==> src/rtl/npu_pkg.sv <==
// Shared NPU definitions: datapath widths, writeback FSM states and the
// saturating 8-bit adder used to apply the per-layer bias.
package npu_pkg;

  localparam int NPU_DATA_W = 8;
  localparam int NPU_ADDR_W = 10;

  typedef enum logic [1:0] {
    WR_IDLE,
    WR_FIRST,
    WR_SECOND
  } wb_state_t;

  // Signed 8-bit add with saturation to [-128, 127]. The 9-bit sum overflows
  // exactly when its top two bits disagree; bit 8 then gives the true sign.
  function automatic logic [7:0] sat_add8(input logic [7:0] a, input logic [7:0] b);
    logic [8:0] t;
    t = {a[7], a} + {b[7], b};
    if (t[8] != t[7]) begin
      sat_add8 = t[8] ? 8'h80 : 8'h7F;
    end else begin
      sat_add8 = t[7:0];
    end
  endfunction

endpackage

==> src/rtl/wb_pair_fifo.sv <==
// Synchronous FIFO holding result pairs for the writeback stage.
// Head entry is visible combinationally on o_rdata; push and pop in the
// same cycle are supported, including when full.
module wb_pair_fifo #(
  parameter int WIDTH = 36,
  parameter int DEPTH = 4
) (
  input  logic             i_clk,
  input  logic             i_rst,
  input  logic             i_push,
  input  logic [WIDTH-1:0] i_wdata,
  input  logic             i_pop,
  output logic [WIDTH-1:0] o_rdata,
  output logic             o_full,
  output logic             o_empty
);

  localparam int AW = (DEPTH > 1) ? $clog2(DEPTH) : 1;

  logic [AW:0]      wr_ptr;
  logic [AW:0]      rd_ptr;
  logic [WIDTH-1:0] mem [DEPTH];

  // Pointers carry one extra wrap bit to tell full from empty.
  always_ff @(posedge i_clk or posedge i_rst) begin
    if (i_rst) begin
      wr_ptr <= '0;
      rd_ptr <= '0;
    end else begin
      if (i_push) wr_ptr <= wr_ptr + 1'b1;
      if (i_pop)  rd_ptr <= rd_ptr + 1'b1;
    end
  end

  // Storage array; contents need no reset since the pointers gate visibility.
  always_ff @(posedge i_clk) begin
    if (i_push) mem[wr_ptr[AW-1:0]] <= i_wdata;
  end

  assign o_rdata = mem[rd_ptr[AW-1:0]];
  assign o_empty = (wr_ptr == rd_ptr);
  assign o_full  = (wr_ptr[AW] != rd_ptr[AW]) && (wr_ptr[AW-1:0] == rd_ptr[AW-1:0]);

endmodule

==> src/rtl/conv_writeback.sv <==
// Convolution writeback: buffers result pairs from the convolve stage, adds
// the per-layer bias with signed saturation and writes both results to the
// scratchpad over a valid/ready port.
// Optional feature: define WB_RELU_EN to clamp negative results to zero.
module conv_writeback
  import npu_pkg::*;
#(
  parameter int DATA_W     = NPU_DATA_W,
  parameter int ADDR_W     = NPU_ADDR_W,
  parameter int PAIR_DEPTH = 4
) (
  input  logic              i_clk,
  input  logic              i_rst,
  input  logic              i_valid,
  input  logic [DATA_W-1:0] i_sum1,
  input  logic [DATA_W-1:0] i_sum2,
  input  logic [ADDR_W-1:0] i_dest_addr1,
  input  logic [ADDR_W-1:0] i_dest_addr2,
  input  logic [DATA_W-1:0] i_bias,
  output logic              o_ready,
  output logic              o_mem_we,
  output logic [ADDR_W-1:0] o_mem_addr,
  output logic [DATA_W-1:0] o_mem_wdata,
  input  logic              i_mem_ready,
  output logic              o_busy,
  output logic              o_overflow,
  output logic [15:0]       o_wr_count
);

  localparam int PAIR_W = 2*DATA_W + 2*ADDR_W;

  wb_state_t         state_q;
  wb_state_t         state_d;
  logic              fifo_full;
  logic              fifo_empty;
  logic              push;
  logic              pop;
  logic              xfer;
  logic [PAIR_W-1:0] fifo_wdata;
  logic [PAIR_W-1:0] head;
  logic [DATA_W-1:0] head_sum1;
  logic [DATA_W-1:0] head_sum2;
  logic [ADDR_W-1:0] head_addr1;
  logic [ADDR_W-1:0] head_addr2;
  logic [DATA_W-1:0] res1;
  logic [DATA_W-1:0] res2;
  logic [ADDR_W-1:0] addr1_q;
  logic [ADDR_W-1:0] addr2_q;
  logic [DATA_W-1:0] data1_q;
  logic [DATA_W-1:0] data2_q;

  assign fifo_wdata = {i_sum1, i_sum2, i_dest_addr1, i_dest_addr2};
  assign head_sum1  = head[PAIR_W-1 -: DATA_W];
  assign head_sum2  = head[PAIR_W-DATA_W-1 -: DATA_W];
  assign head_addr1 = head[2*ADDR_W-1 -: ADDR_W];
  assign head_addr2 = head[ADDR_W-1:0];

  // A full FIFO still accepts a pair in a cycle where the head is popped,
  // so o_ready also covers that case and no pair is dropped needlessly.
  assign o_ready = ~fifo_full | pop;
  assign push    = i_valid & o_ready;
  assign xfer    = o_mem_we & i_mem_ready;
  assign o_busy  = (state_q != WR_IDLE) | ~fifo_empty;

  wb_pair_fifo #(
    .WIDTH (PAIR_W),
    .DEPTH (PAIR_DEPTH)
  ) u_fifo (
    .i_clk   (i_clk),
    .i_rst   (i_rst),
    .i_push  (push),
    .i_wdata (fifo_wdata),
    .i_pop   (pop),
    .o_rdata (head),
    .o_full  (fifo_full),
    .o_empty (fifo_empty)
  );

  // Bias the head pair; i_bias is used in the cycle the head is popped.
  always_comb begin
    res1 = sat_add8(head_sum1, i_bias);
    res2 = sat_add8(head_sum2, i_bias);
`ifdef WB_RELU_EN
    if (res1[DATA_W-1]) res1 = '0;
    if (res2[DATA_W-1]) res2 = '0;
`endif
  end

  // FSM state register.
  always_ff @(posedge i_clk or posedge i_rst) begin
    if (i_rst) state_q <= WR_IDLE;
    else       state_q <= state_d;
  end

  // Next state, pop decision and write-port drive.
  always_comb begin
    state_d     = state_q;
    pop         = 1'b0;
    o_mem_we    = 1'b0;
    o_mem_addr  = '0;
    o_mem_wdata = '0;
    case (state_q)
      WR_IDLE: begin
        if (!fifo_empty) begin
          pop     = 1'b1;
          state_d = WR_FIRST;
        end
      end
      WR_FIRST: begin
        o_mem_we    = 1'b1;
        o_mem_addr  = addr1_q;
        o_mem_wdata = data1_q;
        if (i_mem_ready) state_d = WR_SECOND;
      end
      WR_SECOND: begin
        o_mem_we    = 1'b1;
        o_mem_addr  = addr2_q;
        o_mem_wdata = data2_q;
        if (i_mem_ready) begin
          if (!fifo_empty) begin
            pop     = 1'b1;
            state_d = WR_FIRST;
          end else begin
            state_d = WR_IDLE;
          end
        end
      end
      default: state_d = WR_IDLE;
    endcase
  end

  // Latch the popped pair with its biased results for the two writes.
  always_ff @(posedge i_clk or posedge i_rst) begin
    if (i_rst) begin
      addr1_q <= '0;
      addr2_q <= '0;
      data1_q <= '0;
      data2_q <= '0;
    end else if (pop) begin
      addr1_q <= head_addr1;
      addr2_q <= head_addr2;
      data1_q <= res1;
      data2_q <= res2;
    end
  end

  // Sticky overflow flag and completed-write counter.
  always_ff @(posedge i_clk or posedge i_rst) begin
    if (i_rst) begin
      o_overflow <= 1'b0;
      o_wr_count <= '0;
    end else begin
      if (i_valid && !o_ready) o_overflow <= 1'b1;
      if (xfer)                o_wr_count <= o_wr_count + 16'd1;
    end
  end

endmodule

==> config.mk <==
export PLATFORM = sky130hd
export DESIGN_NAME = conv_writeback
export DESIGN_NICKNAME = d
export VERILOG_FILES = /design/src/rtl/npu_pkg.sv /design/src/rtl/wb_pair_fifo.sv /design/src/rtl/conv_writeback.sv
export SDC_FILE = /design/constraint.sdc
export NUM_CORES = 1
export LEC_CHECK = 0
export CORE_ASPECT_RATIO = 1.1
export CORE_MARGIN = 2
export CORE_UTILIZATION = 52
export DETAILED_ROUTE_END_ITERATION = 10
export GPL_TIMING_DRIVEN = 0
export PLACE_DENSITY_LB_ADDON = 0.25
export SLEW_MARGIN = 15
export SYNTH_ARGS = -nofsm -noshare
export SYNTH_HDL_FRONTEND = slang
export SYNTH_SLANG_ARGS = --single-unit
==> constraint.sdc <==
create_clock -name i_clk -period 3.06 [get_ports i_clk]
set_input_delay 0.459 -clock i_clk [delete_from_list [all_inputs] [get_ports i_clk]]
set_output_delay 0.459 -clock i_clk [all_outputs]
set_load 0.02 [all_outputs]
==> reports/metrics.csv <==
stage,metric,value,unit
run_status,status,finished with violations,
run_status,violations,negative setup slack,
route,first_pass_iters,4,
clock_network,clock_latency,0.50,ns
sta,rsz0062_at_grt,true,
critical_path,worstPathRequired,2.60,ns
sta,setup_viol,1,
critical_path,crit_type,reg2out,
route,wire_per_inst,18.92,um
synthesis,synth_common_cells,"edfxtp_1 (144), nand2_1 (92), dfrtp_1 (61)",
route,drt_iter0_drc,376,
sta,drv_slew,0,
synthesis,synth_mux_area_share,9.316,%
synthesis,async_flop_share,29.76,%
critical_path,cp_data_arrival_time,2.60,ns
floorplanning,die_area,0.01824,mm2
synthesis,yosysTopAreaCell,edfxtp_1,
global_route,antenna_found_initial,1,
sta,fin_crit,3.062,ns
clock_network,clock_sinks,205,
sta,fin_worst_skew,0.01611,ns
synthesis,synth_edf_count,144,
placed_design,io_buffer_count,85,
power_and_ir_drop,totalPowerFinal,12.44,mW
clock_network,cts-root-buf,clkbuf_16,
critical_path,critPathMaxFanout,10,
cells_and_area,layoutNonFillerInstCount,945,
route,num_vias,5344,
flow_run,max_cap_violations,0,
sta,finalHoldViolCount,0,
placed_design,dp.cells,899,
synthesis,ys_seq_elements,205,
sta,slew-limit-headroom,49.75,%
synthesis,syn_area,0.008931,mm2
synthesis,synth_top_family_by_area,multiplexers,
clock_network,clkTransAtPathRegs,0.06,ns
synthesis,synth_top_area_share,48.42,%
cells_and_area,drive_gt1_share,18.48,%
global_route,grtUsageTotal,20.29,%
clock_network,cts_tree,built,
synthesis,ys_types,49,
synthesis,synth_xor_xnor_area_share,3.040,%
sta,setup_ws,-0.001630,ns
sta,fin_tns_setup,-0.001630,ns
floorplanning,rows,50,
synthesis,synth_seq_area_share,65.51,%
clock_network,cts_buffer_depth,3,
synthesis,synth_compound_area_share,6.753,%
synthesis,post-synth-top-count-cell,edfxtp_1,
synthesis,synthSimpleGateAreaFrac,8.504,%
route,vias_per_cell,5.655,
sta,tightest_slew,0.7537,ns
global_route,grt_max_degree,62,
floorplanning,io-pin-count,86,
power_and_ir_drop,p_leak,4.179,nW
synthesis,synth_ff_type,edfxtp_1,
floorplanning,die_h,141.5,um
floorplanning,dieWidth,129.0,um
synthesis,syn_inst,602,
placed_design,gp_congestion,0.7888,
power_and_ir_drop,powerDensity,1124,mW/mm2
synthesis,synth_nets,679,
cells_and_area,syn_to_final_growth,23.87,%
route,drc,0,
synthesis,synth_fa_ha_area_share,4.987,%
power_and_ir_drop,max-vdd-ir-drop,0.4672,mV
placed_design,place_hpwl,12320,um
synthesis,yosysWarnings,0,
route,ant_nets,0,
route,routed_wl,17880,um
worst_hold_path,hold_class,in2async,
floorplanning,fp.coreArea,0.01689,mm2
sta,period_share,100.1,%
cells_and_area,nets,797,
global_route,grt_pass1_vias,5598,
synthesis,syn-mean-instance-area,14.84,um2
global_route,grt-ovfl-total,0,
global_route,grt_first_pass_wirelength,28930,um
critical_path,cp-end-kind,output port,
synthesis,synth.area.top_cells,"edfxtp_1 (48%), dfrtp_1 (17%), mux4_2 (9.1%), nand2_1 (3.9%), ha_1 (3.8%)",
sta,fmax,0.3266,GHz
clock_network,hold_buffers,0,
clock_network,numCtsBuffers,23,
clock_network,h-tree-depth,1,
critical_path,cp-start-kind,flip-flop,
floorplanning,initial_core_util,52.87,%
placed_design,dp_slack,-0.6974,ns
per-stage QoR:
step | hold WS (ns) | utilization (%) | area [um2]
6_report | 0.4622 | 65.50 | 11060
5_1_grt | 0.5049 | 65.50 | 11060
4_1_cts | 0.4796 | 64.91 | 10960
3_5_place_dp | 0.4683 | 60.04 | 10140
3_3_place_gp | 0.4596 | 59.48 | 10050
2_1_floorplan | 0.4461 | - | 8936
power by group:
group	internal, mW	switching [mW]	total [mW]
clock network	1.60	1.03	2.62
logic	2.53	3.14	5.68
registers	3.80	0.334	4.14
timing repair:
item | in CTS | in global routing
cloned | 0 | 0
buffers inserted | 2 | 5
resized for setup | 42 | 19
endpoints found under the setup margin | 34 | 25
pin swaps | 0 | 5
hold endpoints to repair | 0 | 0
final timing paths:
| kind | start | end | slack (ns) | cells after the start |
|---|---|---|---|---|
| setup reg to reg | u_fifo.rd_ptr[0] | data1_q[1] | 0.14 | 10 |
| hold / removal | i_rst | o_wr_count[15] | 0.46 | 2 |
| min in group i_clk | o_wr_count[15] | o_wr_count[15] | 0.48 | 1 |
| hold reg to reg | o_wr_count[15] | o_wr_count[15] | 0.48 | 1 |
| max in group asynchronous | i_rst | addr2_q[0] | 2.11 | 2 |
| setup / recovery | state_q[0] | o_mem_addr[8] | -0.002 | 7 |
state kept, by name (all words and copies together), names as in the netlist:
signal,flops
o_wr_count,16
u_fifo.mem,144
u_fifo.wr_ptr,3
data1_q,8
u_fifo.rd_ptr,3
o_overflow,1
state_q,2
addr2_q,10
addr1_q,10
data2_q,8
kinds of logic (layout without fill, tap and decap cells):
family / Yosys count / after routing
AOI/OAI and AO/OA: 87 / 87
xor gates and xnor gates: 31 / 31
adders and majority gates: 35 / 35
buffers and inverters: 41 / 175
DFF: 205 / 205
muxes: 38 / 38
other: 0 / 1
and+or+nand+nor: 165 / 165
critical path, stage by stage, from the launching register on:
cell	delay, ns
dfrtp_1	0.45
inv_1	0.11
ha_1	0.19
clkbuf_4	0.23
clkbuf_4	0.24
a22oi_1	0.11
nor2b_1	0.15
clkdlybuf4s50_1	0.62
cell type report:
type / instances / area (um2)
diodes: 1 / 2.502
plain buffers: 21 / 172.7
clock buffers: 30 / 621.8
clock inverters: 11 / 106.4
fillers: 1219 / 5828
inverters: 17 / 66.31
multi-input cells: 356 / 3000
flip-flops and latches: 205 / 5851
well taps: 208 / 260.3
repair buffers: 96 / 982.2
placed cells by master, fill, tap and decap left out, types with 18 or more instances in the layout:
cell | netlist | routed
a22oi_1 | 19 | 19
clkbuf_16 | 0 | 23
o21ai_0 | 20 | 18
edfxtp_1 | 144 | 144
nand2_1 | 92 | 91
ha_1 | 27 | 20
dfrtp_1 | 61 | 61
nor2b_1 | 21 | 20
xnor2_1 | 21 | 21
mux4_2 | 36 | 36
clkdlybuf4s50_1 | 0 | 75
layer usage:
metal  track usage, %  vias up  routed length (um)
met2            35.00      137                9088
li1                 -     2485                   -
met1            26.68     2688                7657
met3            3.130       34                 760
met4            6.350        0                 378
met5                0        -                   0
Note: power is estimated with default switching activity, not from simulation.
==> variant 1 (config.mk and constraints unchanged) <==
Set the parameter `PAIR_DEPTH` to 8 (it was 4).
--- a/src/rtl/conv_writeback.sv
+++ b/src/rtl/conv_writeback.sv
@@ -9,3 +9,3 @@
   parameter int ADDR_W     = NPU_ADDR_W,
-  parameter int PAIR_DEPTH = 4
+  parameter int PAIR_DEPTH = 8
 ) (
Check against the original RTL: not equivalent (a bounded check fails within 10 cycles, from zero or initial values and one cycle with i_rst high).
==> variant 1 against the original RTL <==
- routed wire length grew 78%
- synthesized area grew 62%
- sequential cell count grew 146
- the flow still finishes with violations (negative setup slack)
- design area grew 64%
- worst hold slack lost 0.17 ns
- die area grew 60%
- worst setup slack lost 0.18 ns
- total power grew 59%
- critical path type is now reg -> reg
- critical path depth grew 7
==> variant 1: results (changes against the original RTL) <==
status: "finished, violations left"
violations: "negative setup slack"
drive_above_1_share: 0.276  # +0.0914
wl_microns: 31900  # +78%
grt_antenna_before_repair: 0  # -1
syn-num-nets: 886  # +30%
p_leak_nw: 6.44  # +54%
synth_edf_count: 288  # +100%
muxShareOfSynthArea: 0.140  # +0.0471
crit_end: "data1_q[3]"
grt_start_max_net_pins: 33  # -47%
largest_reg_flops: 288  # +100%
drtIter0Drc: 661  # +76%
synth_compound_area_frac: 0.0401  # -0.0274
crit_start: "u_fifo.rd_ptr[0]"
met2_usage: 0.370  # +0.0195
dp_cells: 1281  # +42%
synthTopCellsByArea: "edfxtp_1, mux4_2, dfrtp_1"
synth-xor-area-share: 0.0217  # -0.00865
fin_ws_ns: -0.182  # -0.180 ns
final_nets: 1061  # +33%
max_stage_delay_ns: 0.50  # -0.12 ns
avgViaCountPerCell: 5.73  # +1.4%
ctsResizeCount: 76  # +81%
antenna_cells: 0  # -1
rr_worst_depth: 14  # +4
ir_worst_vdd_v: 0.000624  # +34%
setup_viol: 14  # +13
n_fill_cell: 1872  # +54%
ys_top_cells_by_count: "edfxtp_1, mux4_2, dfrtp_1, nand2_1"
path_max_fanout: 6  # -4
tns_ns: -1.51  # -1.51 ns
use_met1: 0.317  # +0.0499
synth-seq-area-share: 0.705  # +0.0501
synth_cell_types: 50  # +2.0%
postPlaceCellArea_sq_um: 16300  # +61%
grt_pass1_wl_microns: 49000  # +69%
multiInputGateArea_sq_um: 4360  # +45%
clk_latency_ns: 0.52  # +0.02 ns
[variant 1: cell types whose count changed after synthesis, moves of 5 or more]
cell      change
edfxtp_1    +144
nand2_1      -41
mux4_2       +36
mux2i_1      +21
o21ai_1      +18
mux2_2       +16
xor2_1        +8
buf_6         +7
maj3_1        +6
maj3_2        -6
o21ai_2       -6
and3_1        -5
nor2_1        +5
[variant 1: cell type report]
cell class	count	area share
clock buffers	44	0.0526
flip-flops and latches	351	0.565
multi-input cells	408	0.241
well taps	363	0.0251
clock inverters	22	0.0115
inverters	14	0.00304
repair buffers	137	0.0817
plain buffers	38	0.0196
[variant 1: where the power goes]
group | internal (W) | leakage (nW) | switching (W)
registers | 0.00619 | 3.40 | 0.000353
clock network | 0.00249 | 0.559 | 0.00179
logic | 0.00425 | 2.48 | 0.00472
==> variant 2 (config.mk and constraints unchanged) <==
Made on the original files. Register the output `o_wr_count` once more; this adds one clock of latency there. The other outputs are not delayed to match.
--- a/src/rtl/conv_writeback.sv
+++ b/src/rtl/conv_writeback.sv
@@ -30,2 +30,4 @@
   localparam int PAIR_W = 2*DATA_W + 2*ADDR_W;
+
+  logic [15:0] o_wr_count_s0;
 
@@ -150,7 +152,11 @@
       o_overflow <= 1'b0;
-      o_wr_count <= '0;
+      o_wr_count_s0 <= '0;
     end else begin
       if (i_valid && !o_ready) o_overflow <= 1'b1;
-      if (xfer)                o_wr_count <= o_wr_count + 16'd1;
+      if (xfer)                o_wr_count_s0 <= o_wr_count_s0 + 16'd1;
     end
+  end
+
+  always_ff @(posedge i_clk) begin
+    o_wr_count <= o_wr_count_s0;
   end
Check against the original RTL: not equivalent (a bounded check fails within 4 cycles, from zero or initial values and one cycle with i_rst high).
==> variant 2 against the original RTL <==
- first-iteration DRC count increased by 30%
- via count increased by 9.4%
- global-route usage up 0.31 points
- routed wire length is 10% higher
- clock skew increased by 0.0097 ns
- worst setup slack better by 0.0074 ns
- synthesized area is 5.5% higher
- design area up 6.5%
- total power grew 7.8%
- sequential cell count up 16
==> variant 2: results (changes against the original RTL) <==
crit_end: "o_mem_addr[6]"
synthTopCellsByArea: "edfxtp_1, dfrtp_1, mux4_2"
ys_top_cells_by_count: "edfxtp_1, nand2_1, dfrtp_1, mux4_2, ha_1"
hold_path.class: "reg -> reg"
grt_pass1_wl_microns: 31500  # +8.8%
crit_start: "state_q[1]"
tightestPinTransition_ns: 0.761  # +0.00745 ns
syn-num-nets: 716  # +5.4%
drtIter0Drc: 487  # +30%
r2r_end: "data1_q[3]"
fin_crit_sh: 0.998  # -0.00240
postPlaceCellArea_sq_um: 10700  # +5.0%
place.gp.congestion: 0.881  # +12%
dp_cells: 965  # +7.3%
whs_ns: 0.395  # -0.0672 ns
detail_route.first_pass.iterations: 5  # +1
drive_above_1_share: 0.204  # +0.0196
hpwl_microns: 13000  # +5.8%
synth-seq-area-share: 0.655  # about the same
grt_pass1_vias: 5982  # +6.9%
vias: 5848  # +9.4%
status: "finished clean"
pre_cts_ws_ns: -0.853  # -0.156 ns
synth_cell_types: 57  # +16%
ir_worst_vdd_v: 0.000512  # +9.7%
clk_latency_ns: 0.53  # +0.03 ns
finalClockSkew_ns: 0.0258  # +0.00972 ns
cts_made_buffers: 24  # +4.3%
avgViaCountPerCell: 5.73  # +1.3%
antenna_cells: 0  # -1
## variant 2: changes by cell type after synthesis, sizes merged, moves of 6 or more
cell,unedited run,this run
dfxtp,0,16
o21ai,28,22
a22oi,19,27
a21oi,18,11
nand4,3,10
maj3,6,0
buf,10,17
## variant 2: what timing repair did
action / in CTS / in global routing
pin swaps: 4 / 8
cloned: 2 / 0
setup endpoints to repair: 35 / 19
buffers inserted: 12 / 1
resized for setup: 48 / 21
## variant 2: logic make-up after synthesis
logic type / synth area share
buffers and inverters: 0.0224
flip-flops: 0.655
XOR/XNOR: 0.0259
AO/OA/AOI/OAI: 0.0734
multiplexers: 0.0873
AND/OR/NAND/NOR: 0.0958
adder cells (fa/ha/maj): 0.0401
## variant 2: layout make-up
type                       count  area (sq um)
buffer                        26           214
multi-input combinational    373          3190
tap                          238           298
sequential                   221          6170
timing repair buffer         102          1030
clock inverter                18           208
clock buffer                  26           608
fill                        1283          5950
inverter                      17          66.3
## variant 2: worst max-delay path: stages (launching register included)
cell and delay (ns):
dfrtp_1 0.41, inv_1 0.15, ha_2 0.35, clkbuf_4 0.29, a22oi_1 0.10, nor2b_1 0.15, clkdlybuf4s50_1 0.62
## variant 2: routing by layer
layer | wire length [microns] | vias up | global-route usage
met2 | 9980 | 185 | 0.352
met5 | 0 | - | 0
met1 | 8430 | 2956 | 0.277
met4 | 327 | 0 | 0.0543
li1 | - | 2675 | -
met3 | 938 | 32 | 0.0328
## variant 2: report_power, final
group          leakage, nW  switching [W]  total [W]  internal (W)
Combinational         1.84        0.00340    0.00610       0.00270
Clock                0.393        0.00120    0.00292       0.00172
Sequential            2.20       0.000339    0.00439       0.00405
Total                 4.44        0.00494     0.0134       0.00847
